## config.mk

```make
export PLATFORM = sky130hd
export DESIGN_NAME = trace_stream_scheduler_flat
export DESIGN_NICKNAME = d
export VERILOG_FILES = /design/src/rtl/trace_stream_scheduler_if.sv /design/src/rtl/trace_stream_scheduler.sv /design/src/flat_wrapper.sv
export SDC_FILE = /design/constraint.sdc
export NUM_CORES = 1
export LEC_CHECK = 0
export CORE_MARGIN = 5
export CORE_UTILIZATION = 35
export DETAILED_ROUTE_END_ITERATION = 10
export GPL_ROUTABILITY_DRIVEN = 0
export GPL_TIMING_DRIVEN = 0
export HOLD_SLACK_MARGIN = 0.08
export PLACE_DENSITY = 0.62
export SLEW_MARGIN = 20
export SYNTH_ARGS = -nofsm -noshare
export SYNTH_HDL_FRONTEND = slang
export SYNTH_SLANG_ARGS = --single-unit
```

## constraint.sdc

```tcl
create_clock -name clk -period 26.2 [get_ports clk]
set_input_delay 2.62 -clock clk [delete_from_list [all_inputs] [get_ports clk]]
set_output_delay 2.62 -clock clk [all_outputs]
set_load 0.005 [all_outputs]
```

## src/rtl/trace_stream_scheduler_if.sv

```systemverilog
// trace_stream_scheduler_if
//   Valid/ready record stream from the trace scheduler to the trace consumer.
//   m_valid     : head record present
//   m_ready     : consumer accepts the head record this cycle
//   m_data      : {pc, instr} or overflow-marker payload
//   m_is_marker : head record is an overflow marker
interface trace_stream_scheduler_if #(
   parameter int unsigned DATA_WIDTH = 96
);
   logic                  m_valid;
   logic                  m_ready;
   logic [DATA_WIDTH-1:0] m_data;
   logic                  m_is_marker;

   modport master (
      output m_valid,
      output m_data,
      output m_is_marker,
      input  m_ready
   );

   modport slave (
      input  m_valid,
      input  m_data,
      input  m_is_marker,
      output m_ready
   );
endinterface

```

## src/rtl/trace_stream_scheduler.sv

```systemverilog
// trace_stream_scheduler
//   Decides per retired instruction whether to capture it (cfg_mode plus the
//   filter's drop verdict), buffers captured records in a show-ahead FIFO and
//   streams them out. Records arriving while the FIFO is full are counted and
//   summarised by one marker record once space returns.
// Ports:
//   clk, rst         : clock, synchronous active-high reset
//   cfg_mode         : 0=off, 1=filtered, 2=all, 3=off
//   pc_valid/pc/instr: retired instruction
//   drop_instr       : filter verdict for the current instruction
//   m                : output record stream (master side)
//   halt_cpu         : registered almost-full request to the CPU
//   fifo_level       : current FIFO occupancy (records + markers)
//   lost_total       : saturating count of lost records since reset
module trace_stream_scheduler #(
   parameter int unsigned FIFO_DEPTH         = 16,
   parameter int unsigned PC_WIDTH           = 64,
   parameter int unsigned INSTR_WIDTH        = 32,
   parameter int unsigned ALMOST_FULL_MARGIN = 4,
   parameter int unsigned LOST_CNT_WIDTH     = 16
) (
   input  logic                          clk,
   input  logic                          rst,
   input  logic [1:0]                    cfg_mode,
   input  logic                          pc_valid,
   input  logic [PC_WIDTH-1:0]           pc,
   input  logic [INSTR_WIDTH-1:0]        instr,
   input  logic                          drop_instr,
   trace_stream_scheduler_if.master      m,
   output logic                          halt_cpu,
   output logic [$clog2(FIFO_DEPTH):0]   fifo_level,
   output logic [LOST_CNT_WIDTH-1:0]     lost_total
);

   localparam int unsigned AW = $clog2(FIFO_DEPTH);
   localparam int unsigned LW = AW + 1;
   localparam int unsigned DW = PC_WIDTH + INSTR_WIDTH;
   localparam logic [LW-1:0] HALT_LEVEL = LW'(FIFO_DEPTH - ALMOST_FULL_MARGIN);

   typedef enum logic {NORMAL, LOST} state_t;

   function automatic logic [LOST_CNT_WIDTH-1:0] sat_inc(input logic [LOST_CNT_WIDTH-1:0] v);
      return (&v) ? v : v + 1'b1;
   endfunction

   logic [DW-1:0]             mem_data_q   [FIFO_DEPTH];
   logic                      mem_marker_q [FIFO_DEPTH];

   logic [LW-1:0]             wr_ptr_q, wr_ptr_d;
   logic [LW-1:0]             rd_ptr_q, rd_ptr_d;
   state_t                    state_q, state_d;
   logic [LOST_CNT_WIDTH-1:0] lost_cnt_q, lost_cnt_d;
   logic [LOST_CNT_WIDTH-1:0] lost_total_q, lost_total_d;
   logic                      halt_q, halt_d;

   logic                      capture;
   logic                      full, empty;
   logic                      push, pop;
   logic [DW-1:0]             wr_data;
   logic                      wr_marker;
   logic [LW-1:0]             level, level_next;

   // Pointers carry one extra wrap bit: equal -> empty, equal except the
   // wrap bit -> full.
   assign empty = (wr_ptr_q == rd_ptr_q);
   assign full  = (wr_ptr_q[AW] != rd_ptr_q[AW]) && (wr_ptr_q[AW-1:0] == rd_ptr_q[AW-1:0]);
   assign level = wr_ptr_q - rd_ptr_q;

   assign capture = pc_valid && ((cfg_mode == 2'd2) || ((cfg_mode == 2'd1) && !drop_instr));
   assign pop     = !empty && m.m_ready;

   always_comb begin
      push         = 1'b0;
      wr_data      = {pc, instr};
      wr_marker    = 1'b0;
      state_d      = state_q;
      lost_cnt_d   = lost_cnt_q;
      lost_total_d = lost_total_q;

      unique case (state_q)
         NORMAL: begin
            if (capture) begin
               if (!full) begin
                  push = 1'b1;
               end else begin
                  lost_cnt_d   = {{(LOST_CNT_WIDTH-1){1'b0}}, 1'b1};
                  lost_total_d = sat_inc(lost_total_q);
                  state_d      = LOST;
               end
            end
         end
         LOST: begin
            if (full) begin
               if (capture) begin
                  lost_cnt_d   = sat_inc(lost_cnt_q);
                  lost_total_d = sat_inc(lost_total_q);
               end
            end else begin
               // First free slot goes to the marker; a capture in this same
               // cycle is folded into the marker count instead of written.
               push      = 1'b1;
               wr_marker = 1'b1;
               wr_data   = DW'(capture ? sat_inc(lost_cnt_q) : lost_cnt_q);
               if (capture) begin
                  lost_total_d = sat_inc(lost_total_q);
               end
               lost_cnt_d = '0;
               state_d    = NORMAL;
            end
         end
         default: state_d = NORMAL;
      endcase

      wr_ptr_d   = wr_ptr_q + LW'(push);
      rd_ptr_d   = rd_ptr_q + LW'(pop);
      level_next = level + LW'(push) - LW'(pop);
      halt_d     = (level_next >= HALT_LEVEL);
   end

   always_ff @(posedge clk) begin
      if (rst) begin
         wr_ptr_q     <= '0;
         rd_ptr_q     <= '0;
         state_q      <= NORMAL;
         lost_cnt_q   <= '0;
         lost_total_q <= '0;
         halt_q       <= 1'b0;
      end else begin
         wr_ptr_q     <= wr_ptr_d;
         rd_ptr_q     <= rd_ptr_d;
         state_q      <= state_d;
         lost_cnt_q   <= lost_cnt_d;
         lost_total_q <= lost_total_d;
         halt_q       <= halt_d;
      end
   end

   // Storage needs no reset: entries are only visible between the pointers.
   always_ff @(posedge clk) begin
      if (push) begin
         mem_data_q[wr_ptr_q[AW-1:0]]   <= wr_data;
         mem_marker_q[wr_ptr_q[AW-1:0]] <= wr_marker;
      end
   end

   assign m.m_valid     = !empty;
   assign m.m_data      = mem_data_q[rd_ptr_q[AW-1:0]];
   assign m.m_is_marker = !empty && mem_marker_q[rd_ptr_q[AW-1:0]];

   assign halt_cpu   = halt_q;
   assign fifo_level = level;
   assign lost_total = lost_total_q;

endmodule
```

## src/flat_wrapper.sv

```systemverilog
// flat-port wrapper written by rule: the top's interface ports become plain ports
module trace_stream_scheduler_flat 
#(
   parameter int unsigned FIFO_DEPTH         = 16,
   parameter int unsigned PC_WIDTH           = 64,
   parameter int unsigned INSTR_WIDTH        = 32,
   parameter int unsigned ALMOST_FULL_MARGIN = 4,
   parameter int unsigned LOST_CNT_WIDTH     = 16
)
  (clk, rst, cfg_mode, pc_valid, pc, instr, drop_instr, halt_cpu, fifo_level, lost_total, m_m_valid, m_m_data, m_m_is_marker, m_m_ready);
  trace_stream_scheduler_if m_i ();
  input  logic clk;
  input  logic rst;
  input  logic [1:0] cfg_mode;
  input  logic pc_valid;
  input  logic [PC_WIDTH-1:0] pc;
  input  logic [INSTR_WIDTH-1:0] instr;
  input  logic drop_instr;
  output logic halt_cpu;
  output logic [$clog2(FIFO_DEPTH):0] fifo_level;
  output logic [LOST_CNT_WIDTH-1:0] lost_total;
  output wire logic [$bits(m_i.m_valid)-1:0] m_m_valid;
  output wire logic [$bits(m_i.m_data)-1:0] m_m_data;
  output wire logic [$bits(m_i.m_is_marker)-1:0] m_m_is_marker;
  input wire logic [$bits(m_i.m_ready)-1:0] m_m_ready;
  assign m_m_valid = m_i.m_valid;
  assign m_m_data = m_i.m_data;
  assign m_m_is_marker = m_i.m_is_marker;
  assign m_i.m_ready = m_m_ready;
  trace_stream_scheduler #(.FIFO_DEPTH(FIFO_DEPTH), .PC_WIDTH(PC_WIDTH), .INSTR_WIDTH(INSTR_WIDTH), .ALMOST_FULL_MARGIN(ALMOST_FULL_MARGIN), .LOST_CNT_WIDTH(LOST_CNT_WIDTH)) u_core (.clk(clk), .rst(rst), .cfg_mode(cfg_mode), .pc_valid(pc_valid), .pc(pc), .instr(instr), .drop_instr(drop_instr), .m(m_i), .halt_cpu(halt_cpu), .fifo_level(fifo_level), .lost_total(lost_total));
endmodule
```

== Word-level counts from Yosys, hierarchy flattened ==
Memory sizes are Yosys's and may differ from the RTL's. A register that Yosys moved wholly into a read port is not among the register bits.
Cells that the tools add are included.
W data, S select, Z words.

* $add $sub $neg: 7
* Equal/unequal tests: 9
* Shift operators: 0
* Multiply operators: 0
* Divide/modulo/power cells: 0
* $lt $le $gt $ge: 1
* Reduce and logical (&&, ||, !) cells: 12
* Multiplexer cells: 25
* Bitwise logic cells: 1

{| class="wikitable"
|+ Operators with widths
! kind !! number
|-
| $mux W96 || 2
|-
| $mux W16 || 10
|-
| $pmux W16 S2 || 2
|-
| $add A16 B1 Y16 const B || 2
|-
| $reduce_and A16 Y1 || 2
|-
| $add A5 B1 Y5 || 3
|-
| $mux W4 || 2
|-
| $mux W1 || 7
|-
| $reduce_and A3 Y1 || 2
|-
| $eq A5 B5 Y1 || 1
|-
| $ge A5 B4 Y1 const B || 1
|-
| $logic_and A1 B1 Y1 || 5
|-
| $sub A5 B1 Y5 || 1
|-
| $sub A5 B5 Y5 || 1
|-
| $eq A4 B4 Y1 || 1
|-
| $ne A2 B1 Y1 const B || 2
|-
| $pmux W1 S2 || 2
|-
| $ne A3 B3 Y1 const B || 1
|-
| $eq A2 B1 Y1 const B || 1
|-
| $eq A2 B2 Y1 const B || 1
|-
| $logic_not A1 Y1 || 2
|-
| $ne A2 B2 Y1 const B || 1
|-
| $logic_or A1 B1 Y1 || 1
|-
| $ne A1 B1 Y1 || 1
|-
| $not A1 Y1 || 1
|}

* Memories: 2
* Bits in latches: 0
* Input bits: 103
* RAM bits: 1552
* Flip-flop bits (word level): 44
* Bits in read-only memories: 0

{| class="wikitable"
|+ Memories
! name !! depth !! bits a word !! rd ports !! clocked after Yosys merged registers in !! wr ports !! RTL line !! RTL
|-
| u_core.mem_data_q || 16 || 96 || 1 || 1 || 1 || trace_stream_scheduler.sv:46 || <nowiki>logic [DW-1:0] mem_data_q [FIFO_DEPTH];</nowiki>
|-
| u_core.mem_marker_q || 16 || 1 || 1 || 1 || 1 || trace_stream_scheduler.sv:47 || <nowiki>logic mem_marker_q [FIFO_DEPTH];</nowiki>
|}

== Logic depth before layout (Yosys ltp) ==
* Word-level depth: 9
* Gate-level depth with buffers: 17

== Worst setup path after synthesis ==
No wires, ideal clock.

* Kind: in2reg
* Start: in cfg_mode[1]
* End: mem u_core.mem_data_q[0][0] (netlist bit) (enable)
* Arrival time: 10700 ps
* Required time: 25529 ps
* Setup time: 671 ps
* Path slack: 14829 ps
* Stages on the path: 6
* Path buffers: 1
* Cells stage by stage: or3b_1 -> a21bo_1 -> buf_6 -> a21oi_1 -> or3b_2 -> nor3_1

* Word-level cells in the longest chain between the ends: 8

{| class="wikitable"
|+ RTL lines
! element !! RTL line !! RTL
|-
| start: declaration || flat_wrapper.sv:14 || <nowiki>input logic [1:0] cfg_mode;</nowiki>
|-
| $eq A2 B1 Y1 || trace_stream_scheduler.sv:69 || <nowiki>assign capture = pc_valid && ((cfg_mode == 2'd2) || ((cfg_mode == 2'd1) && !drop_instr));</nowiki>
|-
| $logic_and A1 B1 Y1 || trace_stream_scheduler.sv:69 ||
|-
| $logic_or A1 B1 Y1 * || trace_stream_scheduler.sv:69 ||
|-
| $logic_and A1 B1 Y1 * || trace_stream_scheduler.sv:69 ||
|-
| $mux W1 * || trace_stream_scheduler.sv:82 || <nowiki>if (capture) begin</nowiki>
|-
| $pmux W1 S2 * || trace_stream_scheduler.sv:80 || <nowiki>unique case (state_q)</nowiki>
|-
| $mux W1 * || trace_stream_scheduler.sv:140 || <nowiki>if (push) begin</nowiki>
|-
| $mux W1 (not written as such) * || trace_stream_scheduler.sv:141 || <nowiki>mem_data_q[wr_ptr_q[AW-1:0]] <= wr_data;</nowiki>
|-
| end: declaration || trace_stream_scheduler.sv:46 ||
|}

Every way passes the cells marked *; elsewhere a longest branch is shown, timed or not.

== Worst setup path after layout ==
* Start: reg u_core.rd_ptr_q[1]
* End: out m_m_is_marker

* Word-level cells in the longest chain between the ends: 3

{| class="wikitable"
|+ RTL lines
! element !! RTL line !! RTL
|-
| start: declaration || trace_stream_scheduler.sv:50 || <nowiki>logic [LW-1:0] rd_ptr_q, rd_ptr_d;</nowiki>
|-
| start signal: assignment || trace_stream_scheduler.sv:130 || <nowiki>rd_ptr_q <= rd_ptr_d;</nowiki>
|-
| $eq A5 B5 Y1 || trace_stream_scheduler.sv:65 || <nowiki>assign empty = (wr_ptr_q == rd_ptr_q);</nowiki>
|-
| $logic_not A1 Y1 || trace_stream_scheduler.sv:148 || <nowiki>assign m.m_is_marker = !empty && mem_marker_q[rd_ptr_q[AW-1:0]];</nowiki>
|-
| $logic_and A1 B1 Y1 || trace_stream_scheduler.sv:148 ||
|-
| end: declaration || flat_wrapper.sv:24 || <nowiki>output wire logic [$bits(m_i.m_is_marker)-1:0] m_m_is_marker;</nowiki>
|}

Every way passes these cells.

==> results.yml <==
global_route:
  grt_pass1_wl_um: 228000
  grt_pass1_vias: 31300
  gr-usage-all-layers: 0.171
  antenna_found_initial: 11
  grt_max_degree: 19
  grt-ovfl-total: 0
power_and_ir_drop:
  p_total_w: 0.00545
  ir_drop_mv: 0.0762
  power_density_nw_per_um2: 73.1
  power_leakage_nw: 22.7
cells_and_area:
  nets: 3322
  final_layout_size_suffix_gt1_frac: 0.285
  area_growth_pct: 20.7
  final_common_cell: "edfxtp_1"
  final_cell_mix: "1552 x edfxtp_1, 485 x mux4_2, 221 x clkdlybuf4s50_1, 160 x clkbuf_16, 102 x clkbuf_1"
  fillers: 15000
  finish.instance_area_um2: 74500
critical_path:
  worstSetupPathType: "reg2out"
  crit_required_ps: 23580
  r2r_slack_ps: 19570
  crit_fanout: 10
  worstSetupStartpointType: "register"
  arrival_ps: 5370
  worst_setup_path_end_kind: "output pin"
synthesis:
  synthArstFlopShare: 0
  synthDistinctLibCells: 59
  synth_top_flop_cell: "edfxtp_1"
  synth-edff-count: 1552
  synthCells: 2659
  avgSynthCellArea_um2: 23.2
  netlist_area_um2: 61700
  syn_nets: 2777
  yosysWarnings: 0
  synth_seq_cells: 1596
  synth_seq_area_share: 0.770
timing:
  worst_slew_pin_slew_ps: 1100
  rsz0062_at_grt: "false"
  fin_setup_tns_ps: 0
  skew_ps: 27.6
  finalMaxSlewViolations: 0
  maxSlewHeadroom: 0.265
  hold_slack_ps: 518
  hold_viol_final: 0
  setup_viol: 0
  fmax_mhz: 125
  period_share: 0.305
  final.min_clock_period_ps: 7990
worst_hold_path:
  worstHoldPathType: "reg2reg"
die:
  start_util: 0.351
  die_area_um2: 185000
  num_rows: 154
  fp.dieW_um: 430
  coreArea_um2: 176000
  io_pins: 223
  die_y_um: 430
clock_tree:
  cts_buffer_depth: 3
  cts_hold_buf: 0
  cts-resized-gates: 0
  cts_root_buf: "clkbuf_16"
  cts_setup_buffers: 0
  ctsHtreeMaxLevel: 4
  cts_tree: "done"
  clkLatencyLatePin_ps: 790
  cts-buffers-inserted: 158
  cts.sinks: 1596
  clk_pin_slew_worst_paths_ps: 70
routing:
  drtAntennaViolNets: 0
  vias: 30100
  drtPass1Iterations: 7
  vias_per_cell: 5.31
  wirelength_um: 159000
  wl_per_cell_um: 28.1
  drc: 0
  dr.first_iter.drc_count: 3524
placement:
  dpl-instance-area_um2: 69700
  port_buffers: 221
  hpwl_um: 106000
flow_run:
  max-cap-violations: 0
status:
  status: "completed"
-- power by group --
group	switching, W	internal (W)	leakage (nW)
Sequential	0.00000341	0.00281	14.3
Combinational	0.000249	0.000258	6.07
Clock	0.000948	0.00118	2.34
Total	0.00120	0.00424	22.7
-- state kept, by name, summed over array words and instances, names as in the netlist --
register / flops
u_core.lost_total: 16
u_core.lost_cnt_q: 16
u_core.mem_marker_q: 16
u_core.wr_ptr_q: 5
u_core.rd_ptr_q: 5
u_core.halt_cpu: 1
u_core.mem_data_q: 1536
u_core.state_q: 1
-- cell families (layout without fill, tap and decap cells) --
kind of cell | count (synthesis) | after routing | share of synthesized area
AND/OR/NAND/NOR | 271 | 271 | 0.0242
adder cells (fa/ha/maj) | 15 | 15 | 0.00329
flip-flops | 1596 | 1596 | 0.770
other | 0 | 4 | 0
XOR/XNOR | 22 | 22 | 0.00312
buffers and inverters | 158 | 830 | 0.0105
AO/OA/AOI/OAI | 106 | 106 | 0.0110
multiplexers | 491 | 491 | 0.178
-- synthesized netlist by cell type, drive strengths merged, types with 4 or more instances --
library cell	count	area, um^2
edfxtp	1552	46600
mux4	485	10900
and2	85	532
clkbuf	72	272
buf	66	304
dfxtp	44	881
nor2	41	154
nand2	39	146
a21oi	29	145
o21ai	27	135
nand3	25	125
inv	20	75.1
nor3	18	90.1
ha	13	163
xnor2	13	114
nand4	11	68.8
nor2b	9	56.3
nor4	9	71.3
xor2	9	78.8
and3	8	50.1
o31ai	8	60.1
or3	7	43.8
a31oi	6	37.5
a311oi	5	43.8
and4	5	43.8
or4	5	37.5
a21o	4	30.0
-- area by class of cell --
| type | instances | area (um^2) | share of cell area |
|---|---|---|---|
| clock inverters | 86 | 636 | 0.00853 |
| clock buffers | 201 | 4160 | 0.0558 |
| flip-flops and latches | 1596 | 47500 | 0.638 |
| diodes | 4 | 10.0 | 0.000134 |
| multi-input cells | 905 | 13700 | 0.184 |
| well taps | 2340 | 2930 | 0.0393 |
| repair buffers | 385 | 4900 | 0.0657 |
| plain buffers | 138 | 611 | 0.00820 |
| inverters | 20 | 75.1 | 0.00101 |
-- critical path, stage by stage (launching register included) --
cell	delay, ps
dfxtp_1	500
clkbuf_1	850
clkbuf_1	680
clkbuf_1	740
inv_1	180
ha_1	380
and4_1	260
nand2_1	280
and2_1	180
clkdlybuf4s50_1	510
-- per-stage QoR --
| stage | setup WS (ps) | cells | utilization |
|---|---|---|---|
| 6_report | 18210 | 5675 | 0.424 |
| 5_1_grt | 18000 | 5672 | 0.424 |
| 4_1_cts | 18040 | 5671 | 0.424 |
| 3_5_place_dp | 18940 | 5384 | 0.396 |
| 3_3_place_gp | 4440 | 5220 | 0.380 |
| 2_1_floorplan | 14830 | 2659 | - |
-- per-layer routing --
metal	wire [um]	global-route usage
met5	20	0
met4	5660	0.0605
met3	10800	0.0317
met2	77800	0.280
met1	65000	0.232
-- worst paths after layout --
path | startpoint | end | depth (start not counted)
worst max-delay path | u_core.rd_ptr_q[1] | m_m_is_marker | 9
worst min-delay path | u_core.lost_total[8] | u_core.lost_total[8] | 2
worst max register to register | u_core.rd_ptr_q[1] | u_core.mem_data_q[4][60] | 15
worst min register to register | u_core.lost_total[8] | u_core.lost_total[8] | 2
No activity file was read; power rests on OpenSTA's default activity.
